$ cat src/rtl/imem_fetch_ctrl.sv
// imem_fetch_ctrl: instruction-fetch sequencer feeding decode from a prefetch FIFO.
// Ports: clk/reset_n (sync, active-low); imem_a/imem_rd combinational imem port;
//   redirect_valid/redirect_pc restart fetch; inst_valid/inst_ready/inst_out/inst_pc
//   decode handshake; misalign_err sticky error on a misaligned redirect.
// Optional macro FETCH_PERF_CNT_EN adds fetch_cnt (pushes) and stall_cnt (full-FIFO stalls).
module imem_fetch_ctrl #(
  parameter logic [31:0] RESET_PC   = 32'h0000_0000,
  parameter int          FIFO_DEPTH = 2
) (
  input  logic        clk,
  input  logic        reset_n,
  output logic [31:0] imem_a,
  input  logic [31:0] imem_rd,
  input  logic        redirect_valid,
  input  logic [31:0] redirect_pc,
  output logic        inst_valid,
  input  logic        inst_ready,
  output logic [31:0] inst_out,
  output logic [31:0] inst_pc,
  output logic        misalign_err
`ifdef FETCH_PERF_CNT_EN
  ,
  output logic [31:0] fetch_cnt,
  output logic [31:0] stall_cnt
`endif
);

  localparam int PTR_W = $clog2(FIFO_DEPTH);
  localparam int CNT_W = PTR_W + 1;

  typedef enum logic [1:0] {BOOT, RUN, HALT} state_t;

  state_t             state_q, state_d;
  logic [31:0]        fetch_pc;
  logic [PTR_W-1:0]   wr_ptr, rd_ptr;
  logic [CNT_W-1:0]   count;
  logic [31:0]        mem_inst [FIFO_DEPTH];
  logic [31:0]        mem_pc   [FIFO_DEPTH];
  logic [31:0]        held_inst, held_pc;

  logic full, push, pop, flush, aligned;

  assign imem_a     = fetch_pc;
  assign inst_valid = (count != '0);
  assign full       = (count == CNT_W'(FIFO_DEPTH));
  assign pop        = inst_valid && inst_ready;
  // Redirects are only honoured outside HALT; they discard the whole buffer.
  assign flush      = redirect_valid && (state_q != HALT);
  assign aligned    = (redirect_pc[1:0] == 2'b00);
  assign push       = (state_q == RUN) && !redirect_valid && (!full || pop);

  // When empty, present the last head seen so the outputs never float to stale slots.
  assign inst_out = inst_valid ? mem_inst[rd_ptr] : held_inst;
  assign inst_pc  = inst_valid ? mem_pc[rd_ptr]   : held_pc;

  always_comb begin
    state_d = state_q;
    case (state_q)
      BOOT: state_d = (redirect_valid && !aligned) ? HALT : RUN;
      RUN:  if (redirect_valid && !aligned) state_d = HALT;
      HALT: state_d = HALT;
      default: state_d = HALT;
    endcase
  end

  always_ff @(posedge clk) begin
    if (!reset_n) begin
      state_q      <= BOOT;
      fetch_pc     <= RESET_PC;
      misalign_err <= 1'b0;
    end else begin
      state_q <= state_d;
      if (flush) begin
        if (aligned) fetch_pc <= redirect_pc;
        else         misalign_err <= 1'b1;
      end else if (push) begin
        fetch_pc <= fetch_pc + 32'd4;
      end
    end
  end

  // Storage needs no reset: it is only observed while its slot is occupied.
  always_ff @(posedge clk) begin
    if (push) begin
      mem_inst[wr_ptr] <= imem_rd;
      mem_pc[wr_ptr]   <= fetch_pc;
    end
  end

  always_ff @(posedge clk) begin
    if (!reset_n) begin
      wr_ptr    <= '0;
      rd_ptr    <= '0;
      count     <= '0;
      held_inst <= '0;
      held_pc   <= '0;
    end else begin
      if (inst_valid) begin
        held_inst <= mem_inst[rd_ptr];
        held_pc   <= mem_pc[rd_ptr];
      end
      if (flush) begin
        // Drop everything in place; a same-cycle pop is discarded with it.
        wr_ptr <= rd_ptr;
        count  <= '0;
      end else begin
        if (push) wr_ptr <= wr_ptr + PTR_W'(1);
        if (pop)  rd_ptr <= rd_ptr + PTR_W'(1);
        count <= count + CNT_W'(push) - CNT_W'(pop);
      end
    end
  end

`ifdef FETCH_PERF_CNT_EN
  always_ff @(posedge clk) begin
    if (!reset_n) begin
      fetch_cnt <= '0;
      stall_cnt <= '0;
    end else begin
      if (push) fetch_cnt <= fetch_cnt + 32'd1;
      if ((state_q == RUN) && full && !pop) stall_cnt <= stall_cnt + 32'd1;
    end
  end
`endif

endmodule

$ cat config.mk
export PLATFORM = sky130hd
export DESIGN_NAME = imem_fetch_ctrl
export DESIGN_NICKNAME = d
export VERILOG_FILES = /design/src/rtl/imem_fetch_ctrl.sv
export SDC_FILE = /design/constraint.sdc
export NUM_CORES = 1
export LEC_CHECK = 0
export ABC_AREA = 1
export CORE_UTILIZATION = 35
export CTS_BUF_LIST = sky130_fd_sc_hd__clkbuf_4 sky130_fd_sc_hd__clkbuf_8 sky130_fd_sc_hd__clkbuf_16
export DETAILED_ROUTE_END_ITERATION = 10
export PLACE_DENSITY = 0.53
export SYNTH_ARGS = -nofsm -noshare
export SYNTH_HDL_FRONTEND = slang
export SYNTH_SLANG_ARGS = --single-unit
$ cat constraint.sdc
create_clock -name clk -period 4.8 [get_ports clk]
set_input_delay 0.48 -clock clk [delete_from_list [all_inputs] [get_ports clk]]
set_output_delay 0.48 -clock clk [all_outputs]
set_load 0.05 [all_outputs]
==> flow_summary.ini, run 1 <==
[cts]
cts_buffers = 27
ctsHoldBuffers = 0
cts_tree = yes
clk-insertion-delay-late_ps = 520
cts_buffer_depth = 3
post_cts_resized = 0
clkSinkCount = 232
path_clk_slew_ps = 60
cts_root_buf = clkbuf_16
post_cts.repair.setup_buffers = 0
htreeDepth = 1

[drt]
drt_iter0_markers = 416
drc = 0
post_drt_wl_per_cell_um = 16.7
dr.pass1.iters = 5
wirelength_um = 25300
vias = 7273
drtAntennaViolNets = 0
viasPerCell = 4.79

[pwr]
intPower_mw = 3.76
cellLeakagePower_nw = 4.64
power_mw = 5.18
comb_power_share_pct = 17.2
power_density_mw_per_mm2 = 418
ir_drop_uv = 199
power_frac_seq_pct = 43.0
clkPwrFrac_pct = 39.9
switching_share_pct = 27.4
p_sw_mw = 1.42

[critical_path]
worstRegToRegCells = 8
cp-end-kind = output pin
cp_data_required_time_ps = 4320
critPathArrivalTime_ps = 3100
critPathLaunchType = flop
r2r_end = count[1]$_SDFF_PP0_
reg2reg_from = count[0]$_SDFF_PP0_
r2r_slack_ps = 2450
crit_type = flop to output pin
worstPathMaxFanout = 24

[place]
dpl_cell_area_mm2 = 0.0115
portBuffers = 165
dp_hpwl_um = 15800
place_congestion = 0.824

[yosys]
ys_seq_area_share_pct = 62.2
synthTopCellsByArea = edfxtp_1 40%, dfxtp_1 22%, nand2_1 7.9%
synthDistinctLibCells = 35
syn_avg_cell_area_um2 = 9.52
yosysWarnings = 0
syn_inst = 1001
yosysTopAreaCellShare_pct = 40.3
yosysTopAreaCell = edfxtp_1
synth_nets = 1072
synth_enable_flop_cells = 128
async_flop_share_pct = 0
synth-seq-cells = 232
synth-main-ff-cell = edfxtp_1
synth_area_mm2 = 0.00953

[global_routing]
overflow = 0
grt_usage_pct = 18.1
grt_first_pass_wirelength_um = 39900
grt_pass1_vias = 7151
grt_max_degree = 65
grt_antenna_before_repair = 0

[sta]
max_slew_margin_pct = 38.6
fin_tns_setup_ps = 0
max_freq_ghz = 0.279
fin_skew_ps = 16.0
fin_crit_sh_pct = 74.7
rsz0062_at_grt = false
setup_viol = 0
finalCriticalPeriod_ps = 3580
final-hold-violation-count = 0
slew_violations = 0
tightest_slew_ps = 920

[finish]
fin_area_mm2 = 0.0124
num_antenna_cells = 0
drive_above_1_share_pct = 8.16
fin_nets = 1228
final_common_cell = nand2_1
final_cell_mix = 201 x nand2_1, 164 x clkdlybuf4s50_1, 147 x nor2_1, 146 x a21oi_1, 128 x edfxtp_1
syn_to_final_growth_pct = 29.9

[hold_path]
hold_end = misalign_err$_SDFFE_PN0P_
hold_start = misalign_err$_SDFFE_PN0P_
hold_path.class = flop to flop
hold_path_depth = 1

[floorplan]
core_area_mm2 = 0.0268
num_io_pins = 166
fp.dieH_um = 167
fp.dieW_um = 167
start_util_pct = 35.6
rows = 60
die-area_mm2 = 0.0279

[flow_run]
cap_violations = 0

[status]
status = complete, no violations
==> metrics by stage <==
step	std cells	hold slack [ps]	worst slack, ps	utilization (%)
3_3_place_gp	1469	462	1710	42.8
2_1_floorplan	1001	494	803	-
6_report	1518	473	1220	46.2
5_1_grt	1518	496	1010	46.2
3_5_place_dp	1469	456	1690	42.8
4_1_cts	1518	473	1140	46.2
==> worst max-delay path, stage by stage, from the launching register on <==
cell             delay, ps
dfxtp_1                370
nor2_4                 530
buf_4                  420
a21oi_1                 80
a21oi_1                310
clkdlybuf4s50_1        870
==> power by group through the flow <==
stage	clock network, mW	registers [mW]	logic [mW]
CTS	2.12	2.22	0.899
global placement	0	2.27	0.895
floorplan	0	2.29	0.542
detailed placement	0	2.27	0.896
finish	2.06	2.22	0.889
global route	2.20	2.23	0.949
==> sequential cells by signal, indices dropped and copies added (netlist names), named ones only <==
name and count:
count 2, held_inst 32, held_pc 32, imem_a 32, mem_inst 64, mem_pc 64
misalign_err 1, rd_ptr 1, state_q 2, wr_ptr 1
==> cell type report <==
| type | instances | area [um^2] |
|---|---|---|
| fillers | 2547 | 14400 |
| well taps | 341 | 427 |
| inverters | 45 | 171 |
| clock inverters | 6 | 83.8 |
| multi-input cells | 675 | 3200 |
| flip-flops and latches | 232 | 5930 |
| repair buffers | 176 | 1740 |
| clock buffers | 43 | 827 |
==> worst max-delay path by stage <==
| stage | slack (ps) | end | startpoint | cells after the start |
|---|---|---|---|---|
| after floorplan | 800 | mem_inst[0][0]$_DFFE_PP_ | redirect_valid | 3 |
| after global placement | 1710 | inst_pc[21] | count[0]$_SDFF_PP0_ | 5 |
| after detailed placement | 1690 | inst_pc[21] | count[0]$_SDFF_PP0_ | 5 |
| after CTS | 1140 | inst_pc[21] | count[0]$_SDFF_PP0_ | 5 |
| after global routing | 1010 | inst_pc[13] | count[0]$_SDFF_PP0_ | 5 |
| final | 1220 | inst_pc[15] | count[0]$_SDFF_PP0_ | 5 |
==> cells by family (layout without fill, tap and decap cells) <==
family | count (synthesis) | count (layout) | synth area share, %
and+or+nand+nor | 499 | 499 | 23.3
buffers and inverters | 94 | 270 | 4.48
xor gates and xnor gates | 4 | 4 | 0.367
DFF | 232 | 232 | 62.2
adders and majority gates | 3 | 3 | 0.394
AOI/OAI and AO/OA | 169 | 169 | 9.32
==> synth_stat cells (5+ instances only) <==
cell type,count
a21oi_1,146
a31oi_1,5
and2_1,66
buf_2,15
buf_4,5
clkbuf_1,24
dfxtp_1,104
edfxtp_1,128
inv_1,38
inv_2,5
nand2_1,201
nand2_2,5
nand3_1,51
nor2_1,150
nor2_2,6
nor3_1,6
o21ai_0,6
==> layer usage <==
| layer | up-vias | share of wire [%] | GRT usage [%] | wire [um] |
|---|---|---|---|---|
| met5 | - | 0 | 0 | 0 |
| met4 | 0 | 1.5 | 3.99 | 387 |
| met3 | 37 | 4.4 | 2.59 | 1120 |
| met2 | 170 | 47 | 30.2 | 12000 |
| met1 | 3420 | 47 | 24.9 | 11800 |
| li1 | 3646 | - | - | - |
No activity file was read; power rests on OpenSTA's default activity.
==> run 2, diff against run 1 <==
--- a/config.mk
+++ b/config.mk
@@ -9,7 +9,7 @@
 export CORE_UTILIZATION = 35
 export CTS_BUF_LIST = sky130_fd_sc_hd__clkbuf_4 sky130_fd_sc_hd__clkbuf_8 sky130_fd_sc_hd__clkbuf_16
 export DETAILED_ROUTE_END_ITERATION = 10
-export PLACE_DENSITY = 0.53
+export PLACE_DENSITY = 0.55
 export SYNTH_ARGS = -nofsm -noshare
 export SYNTH_HDL_FRONTEND = slang
 export SYNTH_SLANG_ARGS = --single-unit
==> constraint.sdc (replaced) <==
create_clock -name clk -period 3.1 [get_ports clk]
set_input_delay 0.31 -clock clk [delete_from_list [all_inputs] [get_ports clk]]
set_output_delay 0.31 -clock clk [all_outputs]
set_load 0.05 [all_outputs]
==> run 2 against run 1 <==
  * Largest power group unchanged
  * Die area is the same
  * Cell count is the same
  * Core utilization rose by 0.71 points
  * Critical endpoint is now inst_pc[16]
  * Worst hold slack got worse by 100 ps
  * Worst setup slack got worse by 700 ps
  * Sequential power increased by 55%
  * Clock power up 43%
  * Register-to-register slack lost 1400 ps
==> flow_summary.ini, run 2 (synthesis gave the netlist of run 1 again) <==
[critical_path]
worstPathMaxFanout = 43
r2r_end = imem_a[10]$_SDFFE_PN0P_
critPathLaunchType = flop
cp_data_required_time_ps = 2790
worstRegToRegCells = 7
reg2reg_from = count[1]$_SDFF_PP0_
cp-end-kind = output pin
cp_common_cell = a21oi_1
r2r_slack_ps = 1100
path_cells = nor2_4, buf_4, a21oi_1, a21oi_1, buf_12
critPathArrivalTime_ps = 2270
max_stage_delay_ps = 490
crit_type = flop to output pin
slowest_stage = buf_4

[drt]
drt_iter0_markers = 387
post_drt_wl_per_cell_um = 16.0
viasPerCell = 4.80
wirelength_um = 24300
drtAntennaViolNets = 0
dr.pass1.iters = 5
vias = 7283
drc = 0

[global_routing]
grt_pass1_vias = 6912
overflow = 0
grt_usage_pct = 17.3
grt_antenna_before_repair = 0
grt_first_pass_wirelength_um = 38100
grt_max_degree = 65

[cts]
ctsHoldBuffers = 0
htreeDepth = 1
cts_buffer_depth = 3
post_cts_resized = 0
clk-insertion-delay-late_ps = 520
clkSinkCount = 232
path_clk_slew_ps = 60
cts_tree = yes
cts_buffers = 26
cts_root_buf = clkbuf_16
post_cts.repair.setup_buffers = 0

[place]
place_congestion = 0.873
dp_hpwl_um = 15200
place_ws_ps = 747
portBuffers = 165

[sta]
fin_tns_setup_ps = 0
setup_ws_ps = 520
fin_crit_sh_pct = 83.2
fin_skew_ps = 17.1
slew_violations = 0
tightest_slew_ps = 946
max_freq_ghz = 0.388
setup_viol = 0
final-hold-violation-count = 0
rsz0062_at_grt = false
finalCriticalPeriod_ps = 2580
max_slew_margin_pct = 36.9

[floorplan]
num_io_pins = 166
start_util_pct = 35.6
fp.dieH_um = 167
core_area_mm2 = 0.0268
die-area_mm2 = 0.0279
fp.dieW_um = 167
rows = 60

[finish]
fin_nets = 1228
num_antenna_cells = 0
nFillCells = 2530
multi_input_area_mm2 = 0.00320
final_common_cell = nand2_1
syn_to_final_growth_pct = 31.9
register_area_mm2 = 0.00593
final_cell_mix = 201 x nand2_1, 147 x nor2_1, 146 x a21oi_1, 128 x edfxtp_1, 103 x dfxtp_1
reg_top3 = mem_inst (64), mem_pc (64)
drive_above_1_share_pct = 13.6
final_util_pct = 46.9

[flow_run]
cap_violations = 0

[status]
status = complete, no violations

[pwr]
cellLeakagePower_nw = 4.84
power_density_mw_per_mm2 = 629
ir_drop_uv = 320

[hold_path]
hold_end = mem_inst[0][0]$_DFFE_PP_
hold_path_depth = 1
hold_start = imem_rd[0]
hold_path.class = input pin to flop
run 2: area by class of cell:
type                       instances  area share, %
timing repair buffer             177           15.9
inverter                          45           1.36
tap                              341           3.39
sequential                       232           47.1
multi-input combinational        675           25.5
clock inverter                     6          0.249
clock buffer                      42           6.47
run 2: where the power goes:
part	internal (mW)	total, mW	switching, mW
clock network	1.79	2.95	1.16
logic	0.559	1.51	0.948
registers	3.37	3.44	0.0742
total	5.72	7.90	2.19
run 2: worst max-delay path by stage:
stage | from | endpoint | slack (ps) | depth (start not counted)
2_1_floorplan | state_q[1]$_SDFFE_PN0P_ | mem_inst[0][0]$_DFFE_PP_ | -750 | 3
3_3_place_gp | inst_ready | imem_a[10]$_SDFFE_PN0P_ | 780 | 9
3_5_place_dp | inst_ready | imem_a[10]$_SDFFE_PN0P_ | 750 | 9
4_1_cts | count[0]$_SDFF_PP0_ | inst_pc[6] | 480 | 6
5_1_grt | count[0]$_SDFF_PP0_ | inst_pc[16] | 380 | 5
6_report | count[0]$_SDFF_PP0_ | inst_pc[16] | 520 | 5
run 2: per-layer routing:
metal  up-vias  global-route usage, %  wire length [um]  share of wire, %
li1       3656                      -                 -                 -
met1      3420                   23.7             11200                46
met2       174                   28.5             11500                47
met3        33                   2.69              1230               5.1
met4         0                   4.63               463               1.9
met5         -                      0                 0                 0
run 2: worst max-delay path: cells and delay by family, from the launching register on:
kind / cells / cell delay (ps)
compound gates: 2 / 500
simple gates: 1 / 170
buf+inv: 2 / 690
flops: 1 / 370
run 2: metrics by stage:
step | hold slack (ps) | area, um^2 | instances | power [mW]
finish | 373 | 12600 | 1518 | 7.90
global route | 354 | 12600 | 1518 | 8.19
CTS | 351 | 12600 | 1518 | 8.01
detailed placement | 458 | 11700 | 1470 | 5.03
global placement | 460 | 11700 | 1470 | 5.02
floorplan | 409 | 9530 | 1001 | 4.39
